File: src/rtl/fir_pkg.sv
// Shared types and default sizing for the FIR stream adapter and its watchdog.
package fir_pkg;

    localparam int DATA_W_DEF   = 16;
    localparam int COEF_W_DEF   = 16;
    localparam int FIR_SIZE_DEF = 64;

    // Full-precision accumulator width: sample + coefficient + tap-sum growth.
    function automatic int fir_out_w(input int data_w, input int coef_w, input int fir_size);
        return data_w + coef_w + $clog2(fir_size);
    endfunction

    localparam int OUT_W_DEF = fir_out_w(DATA_W_DEF, COEF_W_DEF, FIR_SIZE_DEF);

    typedef enum logic [1:0] {
        ST_IDLE  = 2'd0,
        ST_ISSUE = 2'd1,
        ST_WAIT  = 2'd2,
        ST_HOLD  = 2'd3
    } fir_state_e;

endpackage

File: src/rtl/fir_watchdog.sv
// Cycle counter that flags an expired FIR response; counts while enabled, saturates at TIMEOUT.
module fir_watchdog #(
    parameter int TIMEOUT = 72
) (
    input  logic clk,
    input  logic rst,
    input  logic clear_i,
    input  logic enable_i,
    output logic expired_o
);

    localparam int CNT_W = $clog2(TIMEOUT + 1);

    logic [CNT_W-1:0] cnt_q;
    logic [CNT_W-1:0] cnt_d;

    always_comb begin
        cnt_d = cnt_q;
        if (clear_i) begin
            cnt_d = '0;
        end else if (enable_i && (cnt_q != CNT_W'(TIMEOUT))) begin
            cnt_d = cnt_q + 1'b1;
        end
    end

    always_ff @(posedge clk or posedge rst) begin
        if (rst) begin
            cnt_q <= '0;
        end else begin
            cnt_q <= cnt_d;
        end
    end

    assign expired_o = enable_i && (cnt_q == CNT_W'(TIMEOUT));

endmodule

File: src/rtl/fir_stream_adapter.sv
// Valid/ready front end for the FIR controller: one sample in flight, result held until accepted.
// Optional watchdog with sticky err output is enabled by defining FIR_TIMEOUT_EN.
module fir_stream_adapter
    import fir_pkg::*;
#(
    parameter int DATA_W   = DATA_W_DEF,
    parameter int FIR_SIZE = FIR_SIZE_DEF,
    parameter int OUT_W    = fir_out_w(DATA_W, COEF_W_DEF, FIR_SIZE)
`ifdef FIR_TIMEOUT_EN
    ,
    parameter int TIMEOUT  = FIR_SIZE + 8
`endif
) (
    input  logic              clk,
    input  logic              rst,
    input  logic              s_valid,
    output logic              s_ready,
    input  logic [DATA_W-1:0] s_data,
    output logic              fir_input_valid,
    output logic [DATA_W-1:0] fir_data_in,
    input  logic              fir_output_valid,
    input  logic [OUT_W-1:0]  fir_data_out,
    output logic              m_valid,
    input  logic              m_ready,
    output logic [OUT_W-1:0]  m_data,
    output logic              busy,
`ifdef FIR_TIMEOUT_EN
    output logic              err,
`endif
    output logic [15:0]       sample_cnt
);

    fir_state_e        state_q, state_d;
    logic [DATA_W-1:0] sample_q, sample_d;
    logic [OUT_W-1:0]  result_q, result_d;
    logic [15:0]       cnt_q, cnt_d;

`ifdef FIR_TIMEOUT_EN
    logic err_q, err_d;
    logic wd_expired;

    fir_watchdog #(
        .TIMEOUT (TIMEOUT)
    ) u_watchdog (
        .clk       (clk),
        .rst       (rst),
        .clear_i   (state_q == ST_ISSUE),
        .enable_i  (state_q == ST_WAIT),
        .expired_o (wd_expired)
    );

    assign err = err_q;
`endif

    always_comb begin
        state_d  = state_q;
        sample_d = sample_q;
        result_d = result_q;
        cnt_d    = cnt_q;
`ifdef FIR_TIMEOUT_EN
        err_d    = err_q;
`endif
        case (state_q)
            ST_IDLE: begin
                if (s_valid) begin
                    sample_d = s_data;
                    state_d  = ST_ISSUE;
                end
            end
            ST_ISSUE: state_d = ST_WAIT;
            ST_WAIT: begin
                // A result arriving on the expiry cycle still counts as a normal capture.
                if (fir_output_valid) begin
                    result_d = fir_data_out;
                    state_d  = ST_HOLD;
                end
`ifdef FIR_TIMEOUT_EN
                else if (wd_expired) begin
                    err_d   = 1'b1;
                    state_d = ST_IDLE;
                end
`endif
            end
            ST_HOLD: begin
                if (m_ready) begin
                    cnt_d = cnt_q + 16'd1;
                    if (s_valid) begin
                        sample_d = s_data;
                        state_d  = ST_ISSUE;
                    end else begin
                        state_d = ST_IDLE;
                    end
                end
            end
            default: state_d = ST_IDLE;
        endcase
    end

    always_ff @(posedge clk or posedge rst) begin
        if (rst) begin
            state_q  <= ST_IDLE;
            sample_q <= '0;
            result_q <= '0;
            cnt_q    <= '0;
`ifdef FIR_TIMEOUT_EN
            err_q    <= 1'b0;
`endif
        end else begin
            state_q  <= state_d;
            sample_q <= sample_d;
            result_q <= result_d;
            cnt_q    <= cnt_d;
`ifdef FIR_TIMEOUT_EN
            err_q    <= err_d;
`endif
        end
    end

    // State already reads IDLE while rst is held, so ready is masked explicitly.
    assign s_ready         = ((state_q == ST_IDLE) && !rst) || ((state_q == ST_HOLD) && m_ready);
    assign fir_input_valid = (state_q == ST_ISSUE);
    assign fir_data_in     = sample_q;
    assign m_valid         = (state_q == ST_HOLD);
    assign m_data          = result_q;
    assign busy            = (state_q != ST_IDLE);
    assign sample_cnt      = cnt_q;

endmodule
File: config.mk
export PLATFORM = sky130hd
export DESIGN_NAME = fir_stream_adapter
export DESIGN_NICKNAME = d
export VERILOG_FILES = /design/src/rtl/fir_pkg.sv /design/src/rtl/fir_watchdog.sv /design/src/rtl/fir_stream_adapter.sv
export SDC_FILE = /design/constraint.sdc
export NUM_CORES = 1
export LEC_CHECK = 0
export BUFFER_PORTS_ARGS = -buffer_cell sky130_fd_sc_hd__buf_2
export CAP_MARGIN = 20
export CORE_UTILIZATION = 40
export DETAILED_ROUTE_END_ITERATION = 7
export GPL_ROUTABILITY_DRIVEN = 0
export PLACE_DENSITY_LB_ADDON = 0.3
export SYNTH_ARGS = -nofsm -noshare
export SYNTH_HDL_FRONTEND = slang
export SYNTH_SLANG_ARGS = --single-unit
export TNS_END_PERCENT = 10
File: constraint.sdc
create_clock -name clk -period 2.3 [get_ports clk]
set_clock_uncertainty 0.2 [all_clocks]
set_input_delay 0 -clock clk [delete_from_list [all_inputs] [get_ports clk]]
set_output_delay 0 -clock clk [all_outputs]
set_load 0.02 [all_outputs]
# == After elaboration in Yosys (flattened, before gate mapping) ==
# Cells that the tools add are included.
# totals
input_bits,59
register_bits,72
# classes
reduce_logical,11
addsub,1
eq_ne,6
n_mux,8
# op_table
op,n
16-bit 2-to-1 mux,2
16-bit case mux with 2 select lines,1
"16-bit by 1-bit adder with 16-bit output, second input constant",1
2-bit case mux with 4 select lines,1
2-bit 2-to-1 mux,3
2-bit AND reduction,3
"2-bit == test, second input constant",2
"2-bit != test, second input constant",2
2-bit nonzero test,2
3-bit AND reduction,1
"2-bit by 1-bit == test with 1-bit output, second input constant",1
1-bit logical AND,2
2-bit zero test,1
"2-bit by 1-bit != test with 1-bit output, second input constant",1
1-bit zero test,1
1-bit logical OR,1
1-bit 2-to-1 mux,1

# == Logic depth before layout (Yosys ltp) ==
# depth
word_depth,3
depth_mapped,7
ltp_nobuf,6

# == Least setup slack after synthesis ==
# Ideal clock, no wire load.
# synth_path
kind,register -> register
from,register state_q[1]
to,"register sample_q[0], in the netlist fir_data_in[0]"
arrival_time_ns,1.656
t_required_ns,1.975
path_buffers,1
setup_slack_ns,0.319
stages_incl_launch_ff,6
path_cell_list,dfrtp_1 > ha_1 > and2_4 > o21ai_4 > buf_6 > mux2_2
# synth_between
elab_chain_cells,3
elab_cells_between_ends,6
cone_classes,eq/ne: 2; mux: 1; reduce/logical: 3
# synth_rtl
element,line,source
start: declaration,fir_stream_adapter.sv:33,"fir_state_e state_q, state_d;"
start signal: assignment,fir_stream_adapter.sv:109,state_q <= state_d;
2-bit == test (*),-,
via m_valid,fir_stream_adapter.sv:23,"output logic m_valid,"
2-bit by 1-bit != test with 1-bit output (no source line) / 2-bit nonzero test (equally long branches),-,
2-bit AND reduction (no source line),-,
end signal: assignment,fir_stream_adapter.sv:110,sample_q <= sample_d;
end: declaration,fir_stream_adapter.sv:34,"logic [DATA_W-1:0] sample_q, sample_d;"
# The timed path passes the listed nets; every way through them passes the cells marked *.
# A chain may end at the register's enable or synchronous reset.

# == Final worst setup path ==
# layout_path
from,register state_q[1]
to,"register sample_q[12], in the netlist fir_data_in[12]"
# layout_between
elab_chain_cells,3
elab_cells_between_ends,6
cone_classes,eq/ne: 2; mux: 1; reduce/logical: 3
# layout_rtl
element,line,source
2-bit == test / 2-bit zero test (equally long branches),fir_stream_adapter.sv:63,case (state_q)
2-bit by 1-bit != test with 1-bit output (no source line) / 2-bit nonzero test (equally long branches),-,
2-bit AND reduction (no source line),-,
# Parallel ways exist; a longest one is shown, timed or not.

==> results.ini <==
[synthesis]
ys_seq_area_share_pct=61.7
syn_nets=259
synth.most_common_cell=dfrtp_1
synth_top_area_share_pct=61.7
netlist_instances=194
synth-warning-count=0
synth_cell_type_count=26
ys_seq_elements=72
syn_area_per_cell_um2=15.0
synth_area_leader_cell=dfrtp_1
synthTopCellsByCount=dfrtp_1, mux2_2, xnor2_1, nand3_1
async_reset_ff_share_pct=100
syn_area_um2=2920
ys_top_cells_by_area=dfrtp_1, mux2_2, xnor2_1
synth_edf_count=0
synth_flop_cell=dfrtp_1

[clocking]
clk_latency_ns=0.32
root_buffer=clkbuf_8
cts_buffers=9
cts_resized=0
clock_sinks=72
cts_setup_buffers=0
cts.htree.levels=3
cts_hold_buf=57
cts_tree=built
clk_pin_slew_worst_paths_ns=0.08
cts_max_path_buffers=2

[critical_path]
crit_slowest_cell=dfrtp_1
crit_fanout=16
r2r_slack_ns=0.34
path_buf_inv=1
crit_family=flip-flops
max_stage_delay_ns=0.42
worst_setup_path_start_kind=register
path_class=reg -> reg
crit_chain=ha_1 -> and2_4 -> o21ai_4 -> buf_4 -> mux2_2
critPathCaptureType=register
cp.arrival_ns=1.97
critical_path_required_ns=2.31

[finish]
n_antenna_cell=0
layout.cells.non_filler=494
drive_gt1_share_pct=53.5
area.sequential_um2=1800
finalNetCount=458
multi_input_area_um2=1060
area_growth_pct=53.9
nFillCells=561

[grt]
grt_max_degree=39
grt_usage_pct=19.2
grt_pass1_wl_um=11100
grt_pass1_vias=2406
grt.overflow.total=0
antenna_found_initial=0

[detailed_routing]
drc_errors=0
drt-initial-drc-count=32
drt-pass1-iter-count=4
avgViaCountPerCell=4.58
via_count=2264
finalWirelength_um=6840
ant_nets=0
wl_per_cell_um=13.8

[timing]
fin_crit_sh_pct=85.2
hold_viol_final=0
setup_viol=0
worstMarginPinSlew_ns=0.664
slew_viol_final=0
rsz0062_at_grt=false
finalWorstSetupSlack_ns=0.340
holdWs_ns=0.0135
finalSetupTns_ns=0
fmax_ghz=0.510
period_minus_slack_ns=1.96
slew_headroom_pct=55.7

[job]
drv_cap=0

[floorplan]
die_height_um=87.4
die_area_um2=7640
rows=30
fp.dieW_um=87.4
core_area_um2=6910
start_util_pct=42.2
io_pins=133

[status]
status=finished clean

[pwr]
powerDensity_nw_per_um2=1250
vdd_drop_max_mv=0.673
p_total_uw=5620
power.leakage_uw=0.00225

[place]
numPortBuffers=132
place_ws_ns=0.341
dp_cells=421
post-dp-hpwl_um=4390

[worst_hold_path]
hp-class=in -> reg

[final timing paths]
| path | start | to | cells after the start |
|---|---|---|---|
| hold reg to reg | sample_cnt[15] | sample_cnt[15] | 1 |
| hold / removal | fir_output_valid | state_q[1] | 4 |
| min in group asynchronous | rst | state_q[0] | 3 |
| setup reg to reg | state_q[1] | fir_data_in[12] | 5 |
| setup / recovery | state_q[1] | fir_data_in[12] | 5 |
| max in group asynchronous | rst | m_data[25] | 4 |
[kinds of logic (layout without fill, tap and decap cells)]
logic type | after synthesis | after routing | share of synthesized area, %
flip-flops | 72 | 72 | 61.7
multiplexers | 56 | 56 | 21.6
AND/OR/NAND/NOR | 28 | 28 | 6.00
XOR/XNOR | 15 | 15 | 4.50
buffers and inverters | 11 | 215 | 1.80
adder cells (fa/ha/maj) | 6 | 6 | 2.57
AO/OA/AOI/OAI | 6 | 6 | 1.76
[cells in the final DEF, fill, tap and decap left out, types with 2 or more instances in the layout]
master           n
xor2_1           4
buf_12           2
nor2_1           4
buf_2          132
ha_1             6
nand3_1          7
buf_4            2
nand4_2          2
dfrtp_1         72
clkinv_2         2
mux2_2          56
nand4_1          4
clkbuf_8        10
dlygate4sd3_1   57
xnor2_1         11
nand2_1          5
inv_1            5
[registers in the layout, summed over array words and instances (netlist names)]
signal / flops
fir_data_in: 16
m_data: 38
sample_cnt: 16
state_q: 2
[metal layers]
metal,vias up,global-route usage [%],part of all wire (%)
met2,69,34.7,54
met5,-,0,0
met4,0,6.11,0.86
met3,5,3.98,4.2
met1,1115,22.7,41
li1,1075,-,-
[worst register-to-register path: cells and delay by family, from the launching register on]
kind / cells / cell delay [ns]
multiplexers: 1 / 0.37
buffers and inverters: 1 / 0.25
AO/OA/AOI/OAI: 1 / 0.13
adder cells (fa/ha/maj): 1 / 0.29
flip-flops: 1 / 0.42
AND/OR/NAND/NOR: 1 / 0.19
[through the flow]
step / util, % / instance area [um2]
after floorplan: - / 2920
after global placement: 53.9 / 3720
after detailed placement: 53.9 / 3720
after CTS: 65.0 / 4490
after global routing: 65.0 / 4490
final: 65.0 / 4490
[power breakdown]
group	internal (uW)	switching, uW	leakage (uW)
registers	1820	315	0.000878
clock network	530	459	0.0000993
logic	1110	1390	0.00127
[area by class of cell]
cell class | count | share of cell area, %
clock buffers | 11 | 3.15
clock inverters | 5 | 1.25
inverters | 6 | 0.501
multi-input cells | 111 | 23.7
flip-flops and latches | 72 | 40.1
well taps | 96 | 2.67
repair buffers | 193 | 28.6
Power figures use the tool's default switching activity.
